`config.mk`:
```
export PLATFORM = sky130hd
export DESIGN_NAME = peri_timer
export DESIGN_NICKNAME = d
export VERILOG_FILES = /design/src/rtl/peri_timer.sv
export SDC_FILE = /design/constraint.sdc
export NUM_CORES = 1
export LEC_CHECK = 0
export BUFFER_PORTS_ARGS = -buffer_cell sky130_fd_sc_hd__buf_4
export CAP_MARGIN = 20
export CORE_MARGIN = 2
export CORE_UTILIZATION = 50
export DETAILED_ROUTE_END_ITERATION = 16
export HOLD_SLACK_MARGIN = 0.15
export PLACE_DENSITY = 0.78
export SKIP_CTS_REPAIR_TIMING = 1
export SLEW_MARGIN = 20
export SYNTH_ARGS = -nofsm -noshare
export SYNTH_HDL_FRONTEND = slang
export SYNTH_SLANG_ARGS = --single-unit
```
`constraint.sdc`:
```
create_clock -name clk -period 4.7 [get_ports clk]
set_clock_uncertainty 0.2 [all_clocks]
set_input_delay 0 -clock clk [delete_from_list [all_inputs] [get_ports clk]]
set_output_delay 0 -clock clk [all_outputs]
set_load 0.03 [all_outputs]
```
`src/rtl/peri_timer.sv`:
```
// peri_timer: machine timer peripheral on the on-chip peripheral bus.
// Holds a 64-bit mtime counter driven by a programmable prescaler, a 64-bit
// mtimecmp compare register and a registered, level-sensitive timer interrupt.
// Every request is granted immediately and answered with rvalid one cycle later.
module peri_timer #(
    parameter logic [15:0] PRESCALE_RST = 16'd0,
    parameter logic [63:0] CMP_RST      = 64'hFFFF_FFFF_FFFF_FFFF
) (
    input  logic        clk,
    input  logic        rst_n,
    input  logic        peri_req,
    input  logic [31:0] peri_addr,
    input  logic        peri_write,
    input  logic [3:0]  peri_be,
    input  logic [31:0] peri_wdata,
    output logic        peri_gnt,
    output logic        peri_rvalid,
    output logic [31:0] peri_rdata,
    output logic        irq_timer_o
);

    localparam logic [2:0] OFF_MTIME_LO = 3'd0;
    localparam logic [2:0] OFF_MTIME_HI = 3'd1;
    localparam logic [2:0] OFF_CMP_LO   = 3'd2;
    localparam logic [2:0] OFF_CMP_HI   = 3'd3;
    localparam logic [2:0] OFF_CTRL     = 3'd4;
    localparam logic [2:0] OFF_PRESCALE = 3'd5;
    localparam logic [2:0] OFF_STATUS   = 3'd6;

    logic [63:0] mtime;
    logic [63:0] mtimecmp;
    logic [31:0] shadow_hi;
    logic [15:0] prescale;
    logic [15:0] presc_cnt;
    logic        ctrl_en;
    logic        ctrl_ie;

    logic [2:0]  offset;
    logic        wr_en;
    logic        rd_en;
    logic        wr_any_byte;
    logic        tick;
    logic        cmp_hit;
    logic [31:0] rd_value;

    // The decoder already qualified the window, so the remaining address bits are ignored.
    logic unused_addr;
    assign unused_addr = ^{peri_addr[31:5], peri_addr[1:0]};

    assign offset      = peri_addr[4:2];
    assign wr_en       = peri_req & peri_write;
    assign rd_en       = peri_req & ~peri_write;
    assign wr_any_byte = wr_en & (|peri_be);
    assign tick        = ctrl_en & (presc_cnt == prescale);
    assign cmp_hit     = (mtime >= mtimecmp);
    assign peri_gnt    = peri_req;

    // Merge the enabled bytes of the write data into an existing 32-bit word.
    function automatic logic [31:0] byte_merge(input logic [31:0] old_val,
                                               input logic [31:0] new_val,
                                               input logic [3:0]  be);
        logic [31:0] res;
        for (int i = 0; i < 4; i++) begin
            res[8*i +: 8] = be[i] ? new_val[8*i +: 8] : old_val[8*i +: 8];
        end
        return res;
    endfunction

    // Read mux; unmapped offsets and unused bits read as zero.
    always_comb begin
        rd_value = 32'd0;
        case (offset)
            OFF_MTIME_LO: rd_value = mtime[31:0];
            OFF_MTIME_HI: rd_value = shadow_hi;
            OFF_CMP_LO:   rd_value = mtimecmp[31:0];
            OFF_CMP_HI:   rd_value = mtimecmp[63:32];
            OFF_CTRL:     rd_value = {30'd0, ctrl_ie, ctrl_en};
            OFF_PRESCALE: rd_value = {16'd0, prescale};
            OFF_STATUS:   rd_value = {31'd0, cmp_hit};
            default:      rd_value = 32'd0;
        endcase
    end

    // Prescaler counter; a write that actually touches PRESCALE restarts it.
    always_ff @(posedge clk or negedge rst_n) begin
        if (!rst_n) begin
            presc_cnt <= 16'd0;
        end else if (wr_any_byte && offset == OFF_PRESCALE) begin
            presc_cnt <= 16'd0;
        end else if (ctrl_en) begin
            presc_cnt <= tick ? 16'd0 : presc_cnt + 16'd1;
        end
    end

    // mtime: a bus write to either half wins over the increment for that cycle.
    always_ff @(posedge clk or negedge rst_n) begin
        if (!rst_n) begin
            mtime <= 64'd0;
        end else if (wr_any_byte && offset == OFF_MTIME_LO) begin
            mtime[31:0] <= byte_merge(mtime[31:0], peri_wdata, peri_be);
        end else if (wr_any_byte && offset == OFF_MTIME_HI) begin
            mtime[63:32] <= byte_merge(mtime[63:32], peri_wdata, peri_be);
        end else if (tick) begin
            mtime <= mtime + 64'd1;
        end
    end

    // Compare register, written one 32-bit half at a time.
    always_ff @(posedge clk or negedge rst_n) begin
        if (!rst_n) begin
            mtimecmp <= CMP_RST;
        end else if (wr_en && offset == OFF_CMP_LO) begin
            mtimecmp[31:0] <= byte_merge(mtimecmp[31:0], peri_wdata, peri_be);
        end else if (wr_en && offset == OFF_CMP_HI) begin
            mtimecmp[63:32] <= byte_merge(mtimecmp[63:32], peri_wdata, peri_be);
        end
    end

    // Control and prescale configuration registers.
    always_ff @(posedge clk or negedge rst_n) begin
        if (!rst_n) begin
            ctrl_en  <= 1'b0;
            ctrl_ie  <= 1'b0;
            prescale <= PRESCALE_RST;
        end else if (wr_en) begin
            if (offset == OFF_CTRL && peri_be[0]) begin
                ctrl_en <= peri_wdata[0];
                ctrl_ie <= peri_wdata[1];
            end
            if (offset == OFF_PRESCALE) begin
                if (peri_be[0]) prescale[7:0]  <= peri_wdata[7:0];
                if (peri_be[1]) prescale[15:8] <= peri_wdata[15:8];
            end
        end
    end

    // Reading MTIME_LO freezes the upper half so a LO/HI pair is coherent.
    always_ff @(posedge clk or negedge rst_n) begin
        if (!rst_n) begin
            shadow_hi <= 32'd0;
        end else if (rd_en && offset == OFF_MTIME_LO) begin
            shadow_hi <= mtime[63:32];
        end
    end

    // Bus response: rvalid follows each grant by one cycle, rdata is zero unless reading.
    always_ff @(posedge clk or negedge rst_n) begin
        if (!rst_n) begin
            peri_rvalid <= 1'b0;
            peri_rdata  <= 32'd0;
        end else begin
            peri_rvalid <= peri_req;
            peri_rdata  <= rd_en ? rd_value : 32'd0;
        end
    end

    // Level-sensitive interrupt, registered from the current compare result.
    always_ff @(posedge clk or negedge rst_n) begin
        if (!rst_n) begin
            irq_timer_o <= 1'b0;
        end else begin
            irq_timer_o <= ctrl_ie & cmp_hit;
        end
    end

endmodule

```
==> results of run 1 <==
==> power groups by stage <==
| stage | clock [mW] | sequential (mW) | combinational (mW) |
|---|---|---|---|
| floorplan | 0 | 2.53 | 0.704 |
| global placement | 0 | 2.59 | 0.995 |
| detailed placement | 0 | 2.61 | 1.04 |
| CTS | 1.88 | 2.58 | 1.05 |
| global route | 1.96 | 2.62 | 1.32 |
| finish | 1.87 | 2.59 | 1.19 |
==> cell usage in the layout, fill, tap and decap left out, drive strengths merged, types with 6 or more instances in the layout <==
cell type	Yosys	layout
inv	74	75
ha	66	66
nor2	83	83
buf	28	95
xor2	24	24
o22a	14	14
and4	12	12
a22oi	56	56
a2bb2oi	15	15
nor3	37	37
a31oi	27	27
nor4	15	15
o31ai	8	8
clkbuf	50	39
a21o	13	13
and3	27	27
nand3	37	37
mux4	14	14
o22ai	17	17
nor2b	6	6
dfstp	64	64
nand4	40	40
dlygate4sd3	0	117
nand2	154	154
o21ai	107	107
a21oi	83	83
o32ai	7	7
a311oi	7	7
mux2	53	53
dfrtp	164	164
clkinv	0	6
and2	7	7
==> per-layer routing <==
layer / GRT usage / vias up
met5: 0 / -
met3: 0.0312 / 148
met1: 0.380 / 5898
li1: - / 5382
met4: 0.100 / 0
met2: 0.435 / 645
==> registers in the layout (all words and copies together), names as in the netlist <==
| signal | count |
|---|---|
| ctrl_ie | 1 |
| peri_rdata | 32 |
| ctrl_en | 1 |
| prescale | 16 |
| presc_cnt | 16 |
| mtime | 64 |
| peri_rvalid | 1 |
| shadow_hi | 32 |
| irq_timer_o | 1 |
| mtimecmp | 64 |
==> how the worst max path moves through the flow <==
stage                  start           end  slack, ps  cells after the start
3_3_place_gp        mtime[0]     mtime[54]       1500                      8
5_1_grt        presc_cnt[13]     mtime[18]       1060                      8
2_1_floorplan       mtime[0]     mtime[44]       2180                      9
6_report        peri_addr[3]  mtimecmp[27]       1220                     10
4_1_cts             mtime[0]     mtime[54]       1420                      8
3_5_place_dp    peri_addr[2]     mtime[58]       1470                      8
==> worst register-to-register path, stage by stage, from the launching register on <==
cell	delay, ps
dfrtp_1	440
xor2_1	170
nor3_1	400
nand3_1	420
nor3_2	460
buf_4	370
o221a_2	260
o2bb2ai_1	60
dlygate4sd3_1	560
==> stage by stage <==
stage	cells	utilization	cell area, um2	worst slack [ps]
6_report	1887	0.613	15900	1220
5_1_grt	1887	0.613	15900	1060
4_1_cts	1769	0.567	14700	1420
3_5_place_dp	1723	0.537	13900	1470
3_3_place_gp	1723	0.537	13900	1500
2_1_floorplan	1372	-	13100	2180
==> kinds of logic after synthesis <==
logic type	count (synthesis)
buffers and inverters	152
adders and majority gates	66
AOI/OAI and AO/OA	391
muxes	67
and+or+nand+nor	439
xor gates and xnor gates	29
DFF	228
==> layout make-up <==
class,count,area [um2]
Fill cell,2086,10000
Multi-Input combinational cell,992,6730
Sequential cell,228,5790
Timing Repair Buffer,212,1920
Clock buffer,39,718
Tap cell,335,419
Inverter,74,278
Clock inverter,7,38.8
==> summary.md, run 1 <==
| Metric | Value |
|---|---|
| Run status | `finished clean` |
| Syn. warnings | `0` |
| Post-Synth XOR/XNOR Area | `0.0194` |
| Final setup TNS | `0 ps` |
| CP max FO | `23` |
| CP delay by family, top | `buffers and inverters` |
| Initial detailed-routing violation count | `1366` |
| Unrepaired setup endpoints after global routing | `no` |
| Setup CP Type | `input pin to flip-flop` |
| FF-to-FF path depth | `8` |
| Router iterations before antenna repair | `5` |
| Initial Utilization | `0.506` |
| Maximum vdd drop | `0.226 mV` |
| R2r startpoint | `presc_cnt[13]` |
| Asr flop ratio synth | `1.00` |
| Reg-to-reg slack, setup | `1250 ps` |
| Area contributors post-synth | `dfrtp_1 (31%), dfstp_2 (13%), ha_1 (6.3%), mux2_2 (4.5%), nand2_1 (4.4%)` |
| Top_reg_cell synth | `dfrtp_1` |
| Period minus WS final | `3480 ps` |
| Synthesized flop and latch total | `228` |
| Reg power frac | `0.459` |
| CP Cell Sequence | `dlygate4sd3_1 > buf_4 > nor2b_1 > nor2b_1 > buf_4 > and3_1 > nand2_1 > dlygate4sd3_1 > o21ai_0 > dlygate4sd3_1` |
| Power share of the clock group | `0.330` |
| Startpoint types | `input pin` |
| P_sw | `1.74 mW` |
| Met2 WL | `19000 um` |
| Total grt overflow | `0` |
| Most frequent cell after synthesis | `dfrtp_1` |
| Die Ht | `166 um` |
| CTS tree | `done` |
| Fmax | `288 MHz` |
| Area Growth Syn to Fin | `21.3%` |
| Via-per-instance ratio | `6.40` |
| Max stage delay on crit path | `580 ps` |
| Met1 Wirelength | `16400 um` |
| Synthesized cell area | `13100 um2` |
| Routed wire length | `40500 um` |
| Area share of and/or/nand/nor cells after synthesis | `0.167` |
| Commonest cells post-synth | `dfrtp_1 (164), nand2_1 (154), o21ai_0 (106)` |
| CP Capture Type | `flip-flop` |
| Remaining DRCs | `0` |
| HP Start | `peri_wdata[4]` |
| Crit path buf inv count | `5` |
| Highest Signal Layer | `met4` |
| Setup violators final | `0` |
| Relative slew slack | `0.302` |
| P per Cell Area | `356 nW/um2` |
| Worst hold stages | `4` |
| Hold Crit Class | `input pin to flip-flop` |
| Number of buffers created by CTS | `25` |
| First-pass GRT wire length | `60500 um` |
| Antenna Cells | `0` |
| Slowest CP cell | `and3_1` |
| Synth Instances | `1372` |
| Synth top area share | `0.313` |
| Maxcap violations | `0` |
| Syn Area/Cell | `9.55 um2` |
| IO Port Bufs | `77` |
| Top cell by count, worst path | `dlygate4sd3_1` |
| Leak | `6.94 nW` |
| Final period util | `0.740` |
| Final Hold Fails | `0` |
| GRT Resource Usage Total | `0.270` |
| EDFF count, synth | `0` |
| Met3 routed WL | `3120 um` |
| CTS clk-pin slew, worst paths | `60 ps` |
| Main combinational cell family by area after synthesis | `compound AO/OA/AOI/OAI gates` |
| Arr. time, crit path | `3750 ps` |
| Post-synthesis sequential area ratio | `0.442` |
| Hold Path Sink | `mtimecmp[36]` |
| Share of layout cells above drive strength 1 | `0.186` |
| Post-synthesis mux area share | `0.0696` |
| DR vias | `12100` |
| Cell type with the largest total area after synthesis | `dfrtp_1` |
| Clk sinks | `228` |
| Longest Clk Path Bufs | `3` |
| Critical path required time | `4980 ps` |
| Post-synthesis adder-cell area fraction | `0.0630` |
| Worst hold slack | `92.5 ps` |
| Total Nets Final | `1671` |
| Internal power | `3.91 mW` |
| Die area | `27500 um2` |
| Total power draw | `5.65 mW` |
| Vias in the first global route | `11000` |
| Synth Area in Compound Gates | `0.193` |
| IO Pins | `107` |
| RR Endpoint | `mtime[18]` |
| Core box area | `25900 um2` |
| Largest net degree at the start of global routing | `119` |
| Hpwl dp | `26600 um` |
| H-tree levels | `1` |
| Switching share of power | `0.308` |
| ANT nets after route | `0` |
| Initial antenna violation count | `0` |
| CTS Root Cell | `clkbuf_16` |
| Worst-margin pin slew | `1050 ps` |
| Synth cell types | `71` |
| Syn Nets | `1510` |
| Clock latency on the worst-skew pair | `540 ps` |
| DR WL/cell | `21.5 um` |
| GP Congestion | `0.939` |
| Combinational share of power | `0.211` |
| Row count | `59` |
| Slew Viols, Final | `0` |
| Die width | `166 um` |
(Power assumes the default switching activity.)
==> run 2: changes to the inputs <==
==> constraint.sdc (replaced) <==
create_clock -name clk -period 3.25 [get_ports clk]
set_clock_uncertainty 0.2 [all_clocks]
set_input_delay 0 -clock clk [delete_from_list [all_inputs] [get_ports clk]]
set_output_delay 0 -clock clk [all_outputs]
set_load 0.03 [all_outputs]
==> run 2 against run 1 <==
Against the previous run: hold slack gained 22 ps; clock power increased by 58%; total power up 50%; via count increased by 2.6%; first-iteration DRC count rose by 35%; core utilization up 1.5 points; design area increased by 2.5%.
==> summary.md, run 2 (synthesis gave the netlist of run 1 again) <==
| Metric | Value |
|---|---|
| Setup violators final | `0 (unchanged)` |
| Maxcap violations | `0 (unchanged)` |
| Final period util | `0.973` |
| DR WL/cell | `22.4 um (+4.1%)` |
| Maximum vdd drop | `0.348 mV (+54%)` |
| Share of layout cells above drive strength 1 | `0.212 (+0.0266)` |
| Relative slew slack | `0.325 (+0.0225)` |
| Initial antenna violation count | `0 (unchanged)` |
| Vias in the first global route | `11600 (+5.3%)` |
| Hold Crit Class | `input pin to flip-flop` |
| Placed Cells | `1778 (+3.2%)` |
| Die Ht | `166 um (unchanged)` |
| Commonest non-fill, non-tap cells in the layout | `dfrtp_1 (164), nand2_1 (154), buf_4 (146)` |
| Total Nets Final | `1717 (+2.8%)` |
| CP Capture Type | `flip-flop` |
| Leak | `7.24 nW (+4.3%)` |
| CP Cell Sequence | `dlygate4sd3_1 > buf_4 > nor2b_1 > nor2b_1 > and3_1 > nand2_1 > dlygate4sd3_1 > o21ai_0 > dlygate4sd3_1` |
| Combinational share of power | `0.214 (+0.003)` |
| Die width | `166 um (unchanged)` |
| Antenna Cells | `0 (unchanged)` |
| Arr. time, crit path | `3450 ps (-300 ps)` |
| Number of buffers created by CTS | `25 (unchanged)` |
| Row count | `59 (unchanged)` |
| CTS clk-pin slew, worst paths | `60 ps (about the same)` |
| Power share of the clock group | `0.347 (+0.017)` |
| Filler cell count | `2026 (-2.9%)` |
| CTS tree | `done` |
| Slew Viols, Final | `0 (unchanged)` |
| Startpoint types | `input pin` |
| Core Util, Final | `0.628 (+0.0151)` |
| Max stage delay on crit path | `590 ps (about the same)` |
| ANT nets after route | `0 (unchanged)` |
| P per Cell Area | `521 nW/um2 (+47%)` |
| Crit path from | `peri_addr[3]` |
| Core box area | `25900 um2 (unchanged)` |
| Switching share of power | `0.305 (-0.00248)` |
| Router iterations before antenna repair | `6 (+1)` |
| Initial Utilization | `0.506 (unchanged)` |
| Remaining DRCs | `0 (unchanged)` |
| Clock latency on the worst-skew pair | `550 ps (about the same)` |
| Area Growth Syn to Fin | `24.3%` |
| Fin cells | `1933 (+2.4%)` |
| GP Congestion | `0.913 (-2.8%)` |
| R2r startpoint | `mtimecmp[43]` |
| H-tree levels | `1 (unchanged)` |
| First-pass GRT wire length | `64100 um (+5.8%)` |
| Commonest non-fill, non-tap cell in the layout | `dfrtp_1` |
| Total grt overflow | `0 (unchanged)` |
| Slowest CP cell | `and3_1` |
| Via-per-instance ratio | `6.41 (+0.18%)` |
| Fmax | `316 MHz` |
| Routed wire length | `43200 um (+6.6%)` |
| Top cell by count, worst path | `dlygate4sd3_1` |
| Hpwl dp | `28800 um (+8.5%)` |
| CTS Root Cell | `clkbuf_16` |
| P_sw | `2.59 mW (+49%)` |
| Clk sinks | `228 (unchanged)` |
| Internal power | `5.90 mW (+51%)` |
| Setup CP Type | `input pin to flip-flop` |
| HP Start | `peri_write` |
| Die area | `27500 um2 (unchanged)` |
| Reg power frac | `0.439 (-0.020)` |
| Initial detailed-routing violation count | `1849 (+35%)` |
| Longest Clk Path Bufs | `3 (unchanged)` |
| Period minus WS final | `3160 ps` |
| Worst-margin pin slew | `1010 ps (-37.1 ps)` |
| IO Pins | `107 (unchanged)` |
| Largest regs | `mtime (64), mtimecmp (64)` |
| DR vias | `12400 (+2.6%)` |
| Run status | `finished clean` |
| IO Port Bufs | `77 (unchanged)` |
| Critical path required time | `3530 ps (-1450 ps)` |
| Final Hold Fails | `0 (unchanged)` |
| CP max FO | `16 (-30%)` |
| Largest net degree at the start of global routing | `97 (-18%)` |
| GRT Resource Usage Total | `0.288 (+0.0177)` |
## run 2: cell count changes in the layout (fill, tap and decap cells not counted), sizes merged
cell         before  now
buf              95  150
dlygate4sd3     117  108
bufinv            0    3
clkinv            6    3
## run 2: metrics by stage
step | TNS [ps] | total power, mW | hold WS, ps | setup slack, ps | area (um2)
2_1_floorplan | 0 | 4.68 | -496 | 735 | 13100
3_3_place_gp | 0 | 5.26 | -96.7 | 435 | 14300
3_5_place_dp | 0 | 5.35 | -97.9 | 413 | 14300
4_1_cts | 0 | 8.27 | -663 | 405 | 15200
5_1_grt | -171 | 8.83 | 150 | -82.1 | 16300
6_report | 0 | 8.49 | 114 | 86.7 | 16300
## run 2: per-layer routing
layer / wire length, um / GRT usage
met4: 1920 / 0.107
met1: 16900 / 0.395
met5: 0 / 0
met3: 3900 / 0.0398
met2: 20500 / 0.469
## run 2: final timing paths
kind / endpoint / slack, ps / depth (start not counted)
min in group asynchronous: mtimecmp[18] / 530 / 3
max reg2reg: peri_rdata[0] / 230 / 9
max in group asynchronous: shadow_hi[1] / 1870 / 4
max: mtimecmp[27] / 90 / 9
min reg2reg: shadow_hi[26] / 290 / 2
min: peri_rdata[28] / 110 / 4
## run 2: cell type report
type,instances,area (um2),area share
inverter,74,278,0.0171
sequential,228,5790,0.355
tap,335,419,0.0257
clock buffer,39,708,0.0435
clock inverter,7,114,0.00699
multi-input combinational,992,6720,0.412
timing repair buffer,258,2260,0.139
## run 2: power by group through the flow
| stage | registers, mW | clock network (mW) | logic (mW) |
|---|---|---|---|
| final | 3.73 | 2.95 | 1.81 |
| after global routing | 3.77 | 3.07 | 1.99 |
| after CTS | 3.71 | 2.95 | 1.62 |
| after detailed placement | 3.75 | 0 | 1.60 |
| after global placement | 3.73 | 0 | 1.53 |
| after floorplan | 3.67 | 0 | 1.02 |
## run 2: worst max-delay path: cells and delay by family
| kind | cells | cell delay [ps] |
|---|---|---|
| buf+inv | 4 | 1870 |
| compound gates | 1 | 80 |
| simple gates | 4 | 1470 |
